==> config.mk <==
export PLATFORM = sky130hd
export DESIGN_NAME = isp_blc_linearize_flat
export DESIGN_NICKNAME = d
export VERILOG_FILES = /design/src/rtl/isp_blc_linearize_pkg.sv /design/src/rtl/isp_blc_linearize_if.sv /design/src/rtl/isp_blc_linearize_bayer_phase.sv /design/src/rtl/isp_blc_linearize.sv /design/src/flat_wrapper.sv
export SDC_FILE = /design/constraint.sdc
export NUM_CORES = 1
export LEC_CHECK = 0
export BUFFER_PORTS_ARGS = -buffer_cell sky130_fd_sc_hd__buf_2
export CAP_MARGIN = 20
export CORE_MARGIN = 5
export CORE_UTILIZATION = 33
export CTS_CLUSTER_SIZE = 14
export DETAILED_ROUTE_END_ITERATION = 10
export GPL_ROUTABILITY_DRIVEN = 0
export PLACE_DENSITY_LB_ADDON = 0.05
export RECOVER_POWER = 25
export SYNTH_ARGS = -nofsm -noshare
export SYNTH_HDL_FRONTEND = slang
export SYNTH_SLANG_ARGS = --single-unit
==> constraint.sdc <==
create_clock -name pclk -period 4.45 [get_ports pclk]
set_input_delay 0.445 -clock pclk [delete_from_list [all_inputs] [get_ports pclk]]
set_output_delay 0.445 -clock pclk [all_outputs]
set_load 0.05 [all_outputs]
==> src/rtl/isp_blc_linearize_pkg.sv <==
// Shared CFA/channel codes and gain helpers for the raw-domain correction stages.
package isp_blc_linearize_pkg;

    typedef enum logic [1:0] {
        BAYER_RGGB = 2'd0,
        BAYER_GRBG = 2'd1,
        BAYER_GBRG = 2'd2,
        BAYER_BGGR = 2'd3
    } bayer_e;

    typedef enum logic [1:0] {
        CH_R  = 2'd0,
        CH_GR = 2'd1,
        CH_GB = 2'd2,
        CH_B  = 2'd3
    } chan_e;

    localparam int GAIN_FRAC_DEF = 12;

    function automatic int unity_gain(input int frac);
        return 1 << frac;
    endfunction

endpackage

==> src/rtl/isp_blc_linearize_if.sv <==
// href/vsync/data pixel stream shared by the raw pipeline stages.
interface isp_blc_linearize_if #(parameter int BITS = 8) ();
    logic            href;
    logic            vsync;
    logic [BITS-1:0] data;

    modport master (output href, vsync, data);
    modport slave  (input  href, vsync, data);
endinterface

==> src/rtl/isp_blc_linearize_bayer_phase.sv <==
// Tracks pixel/line parity within a frame and reports the CFA channel of the current pixel.
module isp_bayer_phase
    import isp_blc_linearize_pkg::*;
#(
    parameter int BAYER = 0
) (
    input  logic  pclk,
    input  logic  rst,
    input  logic  href,
    input  logic  vsync,
    output chan_e chan
);

    logic odd_pix, odd_line, prev_href;

    always_ff @(posedge pclk or posedge rst) begin
        if (rst) begin
            odd_pix   <= 1'b0;
            odd_line  <= 1'b0;
            prev_href <= 1'b0;
        end else begin
            prev_href <= href;
            odd_pix   <= href ? ~odd_pix : 1'b0;
            // vsync restarts the line count; otherwise advance on each line end
            if (vsync)
                odd_line <= 1'b0;
            else if (prev_href && !href)
                odd_line <= ~odd_line;
        end
    end

    assign chan = chan_e'(2'(BAYER) ^ {odd_line, odd_pix});

endmodule

==> src/rtl/isp_blc_linearize.sv <==
// Black level subtraction plus per-channel linear gain with rounding and saturation.
// Fixed 3-cycle latency; tuning is shadowed and latched on the vsync rising edge.
module isp_blc_linearize
    import isp_blc_linearize_pkg::*;
#(
    parameter int BITS      = 8,
    parameter int BAYER     = BAYER_RGGB,
    parameter int GAIN_BITS = 16,
    parameter int GAIN_FRAC = GAIN_FRAC_DEF
) (
    input  logic                 pclk,
    input  logic                 rst,
    input  logic                 blc_en,
    input  logic                 lin_en,
    input  logic [BITS-1:0]      r_black,
    input  logic [BITS-1:0]      gr_black,
    input  logic [BITS-1:0]      gb_black,
    input  logic [BITS-1:0]      b_black,
    input  logic [GAIN_BITS-1:0] r_gain,
    input  logic [GAIN_BITS-1:0] gr_gain,
    input  logic [GAIN_BITS-1:0] gb_gain,
    input  logic [GAIN_BITS-1:0] b_gain,
    isp_blc_linearize_if.slave   in_s,
    isp_blc_linearize_if.master  out_s
);

    localparam int STAGES = 3;
    localparam int PW     = BITS + GAIN_BITS;
    localparam logic [GAIN_BITS-1:0] UNITY = GAIN_BITS'(unity_gain(GAIN_FRAC));
    localparam logic [PW:0]          HALF  = (PW+1)'(unity_gain(GAIN_FRAC - 1));

    logic                           vs_prev, vs_rise;
    logic                           blc_en_s, lin_en_s;
    logic [3:0][BITS-1:0]           blk_s;
    logic [3:0][GAIN_BITS-1:0]      gain_s;
    chan_e                          chan;

    logic [BITS-1:0]                blk_c, diff_c;
    logic [PW:0]                    rsum_c, rsh_c;
    logic [BITS-1:0]                sat_c;

    logic [BITS-1:0]                s1_diff;
    logic [GAIN_BITS-1:0]           s1_gain;
    logic [PW-1:0]                  s2_prod;
    logic [BITS-1:0]                s3_data;
    logic [STAGES:1]                vld_pipe, vs_pipe;

    assign vs_rise = in_s.vsync & ~vs_prev;

    // Shadow set indexed by chan_e code: 0 R, 1 Gr, 2 Gb, 3 B
    always_ff @(posedge pclk or posedge rst) begin
        if (rst) begin
            vs_prev  <= 1'b0;
            blc_en_s <= 1'b0;
            lin_en_s <= 1'b0;
            blk_s    <= '0;
            gain_s   <= {4{UNITY}};
        end else begin
            vs_prev <= in_s.vsync;
            if (vs_rise) begin
                blc_en_s <= blc_en;
                lin_en_s <= lin_en;
                blk_s    <= {b_black, gb_black, gr_black, r_black};
                gain_s   <= {b_gain, gb_gain, gr_gain, r_gain};
            end
        end
    end

    isp_bayer_phase #(.BAYER(BAYER)) u_phase (
        .pclk  (pclk),
        .rst   (rst),
        .href  (in_s.href),
        .vsync (in_s.vsync),
        .chan  (chan)
    );

    always_comb begin
        blk_c  = blk_s[chan];
        diff_c = in_s.data;
        if (blc_en_s)
            diff_c = (in_s.data > blk_c) ? in_s.data - blk_c : '0;
    end

    // Round half up, then clamp anything that overflowed the pixel width
    always_comb begin
        rsum_c = {1'b0, s2_prod} + HALF;
        rsh_c  = rsum_c >> GAIN_FRAC;
        sat_c  = (|rsh_c[PW:BITS]) ? {BITS{1'b1}} : rsh_c[BITS-1:0];
    end

    always_ff @(posedge pclk or posedge rst) begin
        if (rst) begin
            s1_diff  <= '0;
            s1_gain  <= '0;
            s2_prod  <= '0;
            s3_data  <= '0;
            vld_pipe <= '0;
            vs_pipe  <= '0;
        end else begin
            s1_diff  <= diff_c;
            s1_gain  <= lin_en_s ? gain_s[chan] : UNITY;
            s2_prod  <= s1_diff * s1_gain;
            s3_data  <= sat_c;
            vld_pipe <= {vld_pipe[STAGES-1:1], in_s.href};
            vs_pipe  <= {vs_pipe[STAGES-1:1], in_s.vsync};
        end
    end

    assign out_s.href  = vld_pipe[STAGES];
    assign out_s.vsync = vs_pipe[STAGES];
    assign out_s.data  = vld_pipe[STAGES] ? s3_data : '0;

endmodule

==> src/flat_wrapper.sv <==
// flat-port wrapper written by rule: the top's interface ports become plain ports
module isp_blc_linearize_flat import isp_blc_linearize_pkg::*;
#(
    parameter int BITS      = 8,
    parameter int BAYER     = BAYER_RGGB,
    parameter int GAIN_BITS = 16,
    parameter int GAIN_FRAC = GAIN_FRAC_DEF
)
  (pclk, rst, blc_en, lin_en, r_black, gr_black, gb_black, b_black, r_gain, gr_gain, gb_gain, b_gain, in_s_href, in_s_vsync, in_s_data, out_s_href, out_s_vsync, out_s_data);
  isp_blc_linearize_if #(.BITS(BITS)) in_s_i ();
  isp_blc_linearize_if #(.BITS(BITS)) out_s_i ();
  input  logic pclk;
  input  logic rst;
  input  logic blc_en;
  input  logic lin_en;
  input  logic [BITS-1:0] r_black;
  input  logic [BITS-1:0] gr_black;
  input  logic [BITS-1:0] gb_black;
  input  logic [BITS-1:0] b_black;
  input  logic [GAIN_BITS-1:0] r_gain;
  input  logic [GAIN_BITS-1:0] gr_gain;
  input  logic [GAIN_BITS-1:0] gb_gain;
  input  logic [GAIN_BITS-1:0] b_gain;
  input wire logic [$bits(in_s_i.href)-1:0] in_s_href;
  input wire logic [$bits(in_s_i.vsync)-1:0] in_s_vsync;
  input wire logic [$bits(in_s_i.data)-1:0] in_s_data;
  output wire logic [$bits(out_s_i.href)-1:0] out_s_href;
  output wire logic [$bits(out_s_i.vsync)-1:0] out_s_vsync;
  output wire logic [$bits(out_s_i.data)-1:0] out_s_data;
  assign in_s_i.href = in_s_href;
  assign in_s_i.vsync = in_s_vsync;
  assign in_s_i.data = in_s_data;
  assign out_s_href = out_s_i.href;
  assign out_s_vsync = out_s_i.vsync;
  assign out_s_data = out_s_i.data;
  isp_blc_linearize #(.BITS(BITS), .BAYER(BAYER), .GAIN_BITS(GAIN_BITS), .GAIN_FRAC(GAIN_FRAC)) u_core (.pclk(pclk), .rst(rst), .blc_en(blc_en), .lin_en(lin_en), .r_black(r_black), .gr_black(gr_black), .gb_black(gb_black), .b_black(b_black), .r_gain(r_gain), .gr_gain(gr_gain), .gb_gain(gb_gain), .b_gain(b_gain), .in_s(in_s_i), .out_s(out_s_i));
endmodule
---- Word level (Yosys, flattened, before mapping) ----
Cells that the tools add are included.
word-level totals
  register bits ........................... 164
  input port bits ......................... 110
  output and inout bits ................... 10
  word-level logic and storage cells ...... 45
operators by class
  add/subtract/negate cells ............... 2
  $mul .................................... 1
  magnitude comparators ................... 2
  muxes and demuxes ....................... 12
  bitwise logic cells ..................... 4
  reductions and logical operators ........ 4
operators by type and width
  operator                count
  $mux 8                  5
  $bmux 16 s2             1
  $mux 16                 2
  $add 24x12->25 const B  1
  $mul 8x16->24           1
  $bmux 8 s2              1
  $gt 8x8->1              1
  $sub 8x8->8             1
  $reduce_or 5->1         1
  $lt 2x3->1 const B      1
  $mux 1                  3
  $not 1->1               3
  $reduce_bool 2->1       1
  $and 1x1->1             1
  $logic_and 1x1->1       1
  $logic_not 1->1         1

---- Depth between registers and ports, before layout ----
  depth in word-level cells ............... 5
  depth in mapped cells ................... 19
  mapped depth without buffers ............ 17

---- By module ----
From an unflattened synthesis, not the netlist that was laid out.
unflattened totals
  cell total of the unflattened synthesis .. 849
  area, all modules ....................... 10196.0 um^2
modules (own cells, without submodules)
  module             instances  cells an instance  area an instance (um^2)  sequential area each (um^2)
  isp_blc_linearize  1          838                10067.2                  3733.6
  isp_bayer_phase    1          11                 128.9                    75.1

---- Worst setup path after synthesis ----
OpenSTA, ideal clock, no wires.
  path kind ............................... register -> register
  from .................................... register u_core.s1_diff[7]
  to ...................................... register u_core.s2_prod[23]
  library setup time ...................... 125 ps
  arrival ................................. 4400 ps
  path slack .............................. -75 ps
  stages on the path, launching flop included .. 18
  buffers on the path ..................... 1
  cell sequence ........................... dfrtp_1 clkbuf_1 nand2_1 fa_1 fa_1 inv_1 fa_1 inv_1 fa_1 inv_1 ha_1 and3_1 and4_1 a32oi_1 a21o_1 a21boi_1 o21a_1 xnor2_1
on the way
  word-level cells in the longest chain between the ends .. 1
RTL lines
  what                      RTL line                  text
  start: declaration        isp_blc_linearize.sv:42   logic [BITS-1:0] s1_diff;
  start signal: assignment  isp_blc_linearize.sv:100  s1_diff <= diff_c;
  $mul 8x16->24             isp_blc_linearize.sv:102  s2_prod <= s1_diff * s1_gain;
  end signal: assignment    isp_blc_linearize.sv:102
  end: declaration          isp_blc_linearize.sv:44   logic [PW-1:0] s2_prod;
Every way passes these cells.
A chain may end at the register's enable or synchronous reset.

---- Worst setup path in the final report ----
  from .................................... register u_core.s1_diff[3]
  to ...................................... register u_core.s2_prod[22]
Same word-level chain as after synthesis.

==> flow_metrics.env <==
export IMPL_crit_fanout=6
export IMPL_vdd_ir_drop_max_v=0.0003068
export IMPL_dr_total_vias=6685
export IMPL_drive_gt1_share_pct=40.94
export IMPL_grt_max_degree=152
export IMPL_synth_adder_area_share_pct=22.59
export IMPL_fin_crit_sh_pct=98.60
export IMPL_wl_per_cell_microns=16.37
export IMPL_syn_avg_cell_area_sq_um=11.81
export IMPL_clockBufferDepth=2
export IMPL_finalWirelength_microns=23890
export IMPL_final_max_slew_violation_count=152
export IMPL_p_int_uw=4361
export IMPL_synthArstFlopShare_pct=100.0
export IMPL_finalPower_uw=7168
export IMPL_p_sw_uw=2806
export IMPL_cts_made_buffers=17
export IMPL_ys_flop_type="dfrtp_1"
export IMPL_crit_path_start="u_core.s1_diff[3]"
export IMPL_critPathArrivalTime_ns=4.74
export IMPL_cp_common_cell="fa_1"
export IMPL_min_period_ns=4.388
export IMPL_synth_distinct_cells=49
export IMPL_reg2reg_from="u_core.s1_diff[3]"
export IMPL_core_sq_um=30590
export IMPL_rsz0062_at_grt="true"
export IMPL_hold_viol=0
export IMPL_tightest_slew_ns=3.377
export IMPL_slowest_delay_ns=0.53
export IMPL_yosys_top_cells_area="dfrtp_1 36%, fa_1 16%, mux2_2 11%"
export IMPL_switching_share_pct=39.15
export IMPL_insertion_delay_ns=0.43
export IMPL_grt_pass1_vias=7370
export IMPL_layoutNonFillerInstCount=1459
export IMPL_vias_per_cell=4.582
export IMPL_gr_total_overflow=0
export IMPL_synth_top_area_share_pct=36.02
export IMPL_relSlewSlack_pct=-125.1
export IMPL_synth_xor_area_share_pct=1.801
export IMPL_finish_utilization_pct=41.84
export IMPL_ys_ff_latch=151
export IMPL_hold_class="in -> reg"
export IMPL_ys_seq_area_share_pct=37.05
export IMPL_hp_start="in_s_href"
export IMPL_placed_cells=1406
export IMPL_fillers=3010
export IMPL_area_delta_synth_final_pct=25.30
export IMPL_cts_clk_slew_worst_paths_ns=0.07
export IMPL_drc=0
export IMPL_clkPwrFrac_pct=21.5
export IMPL_fin_skew_ns=0.01591
export IMPL_cp_end_kind="flip-flop"
export IMPL_groute_usage_overall_pct=14.47
export IMPL_cellPowerDensity_nw_per_um2=560.1
export IMPL_final_setup_viol_count=0
export IMPL_cp_cell_sequence="buf_6 -> buf_6 -> and2_4 -> fa_1 -> fa_1 -> fa_1 -> inv_2 -> fa_1 -> inv_2 -> ha_4 -> a21o_1 -> a221oi_4 -> a21o_1 -> a31oi_4 -> o21a_1 -> nor2_1 -> xnor2_1"
export IMPL_root_buffer="clkbuf_16"
export IMPL_synth_area_leader_cell="dfrtp_1"
export IMPL_synth_top_family_by_area="adder cells"
export IMPL_ant_nets=0
export IMPL_hold_ws_ns=0.1654
export IMPL_fin_nets=1291
export IMPL_cap_violations=1
export IMPL_synthCells=865
export IMPL_cts_sinks=151
export IMPL_synth_compound_area_share_pct=4.422
export IMPL_synth_nets=1109
export IMPL_die_x_microns=185.9
export IMPL_combPwrFrac_pct=52.3
export IMPL_dr_pass1_iters=4
export IMPL_p_leak_uw=0.006019
export IMPL_rows=64
export IMPL_status="finished, violations left"
export IMPL_die_h_microns=185.9
export IMPL_clock_fmax_mhz=227.9
export IMPL_cp_required_ns=4.80
export IMPL_critPathTopFamily="adder cells"
export IMPL_failed_checks="max-capacitance violations, max-slew violations"
export IMPL_synthMuxAreaShare_pct=16.46
export IMPL_htree_levels=4
export IMPL_start_util_pct=33.39
export IMPL_first_iter_violations=261
export IMPL_path_class="reg -> reg"
export IMPL_fp_dieArea_sq_um=34570
export IMPL_startpoint_type="flip-flop"
export IMPL_yosys_warnings=0
export IMPL_hpwl_microns=18190
export IMPL_cp_num_buf_inv=4
export IMPL_synthMostInstantiatedCell="dfrtp_1"
export IMPL_yosys_area_share_simple_pct=12.31
export IMPL_synth_area_sq_um=10210
export IMPL_seq_power_share_pct=26.2
export IMPL_synth_edff_count=0
export IMPL_ys_top_cells_by_count="147 x dfrtp_1, 130 x and2_1, 115 x inv_1"
export IMPL_portBuffers=119
export IMPL_io_pins=120
export IMPL_antenna_found_initial=12
export IMPL_grt_pass1_wl_microns=39620
export IMPL_cts_tree="yes"
export IMPL_critPathSlowestCell="fa_1"
[registers in the layout, indices dropped and copies added (netlist names)]
name and count:
u_core.blc_en_s 1, u_core.blk_s 32, u_core.gain_s 64, u_core.lin_en_s 1, u_core.s1_diff 8, u_core.s1_gain 16, u_core.s2_prod 13, u_core.s3_data 8
u_core.u_phase.odd_line 1, u_core.u_phase.odd_pix 1, u_core.vld_pipe 3, u_core.vs_pipe 3
[final timing paths]
kind	slack [ns]	cells after the start	end
setup / recovery	0.06	17	u_core.s2_prod[22]
setup reg to reg	0.06	17	u_core.s2_prod[22]
hold / removal	0.17	1	u_core.vld_pipe[1]
max in group asynchronous	0.89	3	u_core.u_phase.odd_pix
hold reg to reg	0.35	0	u_core.vs_pipe[3]
min in group asynchronous	1.32	3	u_core.s3_data[3]
[metal layers]
| metal | global-route usage [%] | part of all wire [%] |
|---|---|---|
| met1 | 20.44 | 48 |
| met2 | 22.19 | 45 |
| met3 | 3.987 | 4.5 |
| met4 | 3.556 | 1.4 |
| met5 | 0 | 0.44 |
[cells in the final DEF (no fill, tap or decap), types with 5 or more instances in the layout]
master	synthesis	final
a21o_1	11	11
dfrtp_1	147	134
nor2_1	16	14
ha_1	50	40
fa_2	0	6
and2_1	130	117
mux2_2	100	100
buf_6	0	13
buf_2	3	117
nand2_1	40	37
nand2b_1	6	6
xor2_1	8	8
inv_1	115	103
inv_2	0	11
fa_1	84	78
inv_6	0	5
xnor2_1	13	12
a21oi_1	14	11
and2_4	0	13
mux4_2	24	24
o21a_1	6	6
ha_4	0	10
o22ai_1	7	7
nand4_1	7	7
o21ai_0	13	10
dfrtp_2	0	13
clkbuf_16	0	17
buf_4	0	58
[cells by family after synthesis]
kind of cell / count (synthesis)
AOI/OAI and AO/OA: 69
xor gates and xnor gates: 21
adders and majority gates: 134
buffers and inverters: 145
DFF: 151
muxes: 125
and+or+nand+nor: 220
[metrics by stage]
stage | setup TNS, ns | setup slack (ns) | cell area (sq um)
after floorplan | -0.01318 | -0.01318 | 10220
final | 0 | 0.06238 | 12800
after global placement | -0.7540 | -0.2135 | 11650
after global routing | -1.024 | -0.1165 | 12800
after detailed placement | -1.059 | -0.2071 | 11650
after CTS | 0 | 0.003197 | 12520
[repair_timing]
action / in CTS / in global routing
pin swaps: 28 / 64
setup endpoints to repair: 10 / 11
gates resized for setup: 43 / 62
buffers inserted: 6 / 13
hold buffers: 0 / 0
[power by group through the flow]
stage                     Combinational (uW)  Sequential (uW)  Clock, uW
after floorplan                         2180             1810          0
after global placement                  3180             1900          0
after detailed placement                3160             1900          0
after CTS                               3490             1880       1600
after global routing                    4260             1920       1650
final                                   3750             1880       1540
[area by class of cell]
class | count | area [sq um] | area share (%)
diodes | 3 | 7.507 | 0.05866
clock buffers | 18 | 429.2 | 3.354
flip-flops and latches | 151 | 3800 | 29.69
inverters | 115 | 435.4 | 3.402
well taps | 396 | 495.5 | 3.872
repair buffers | 193 | 1214 | 9.484
multi-input cells | 569 | 6235 | 48.72
clock inverters | 14 | 181.4 | 1.418
Note: power is estimated with default switching activity, not from simulation.
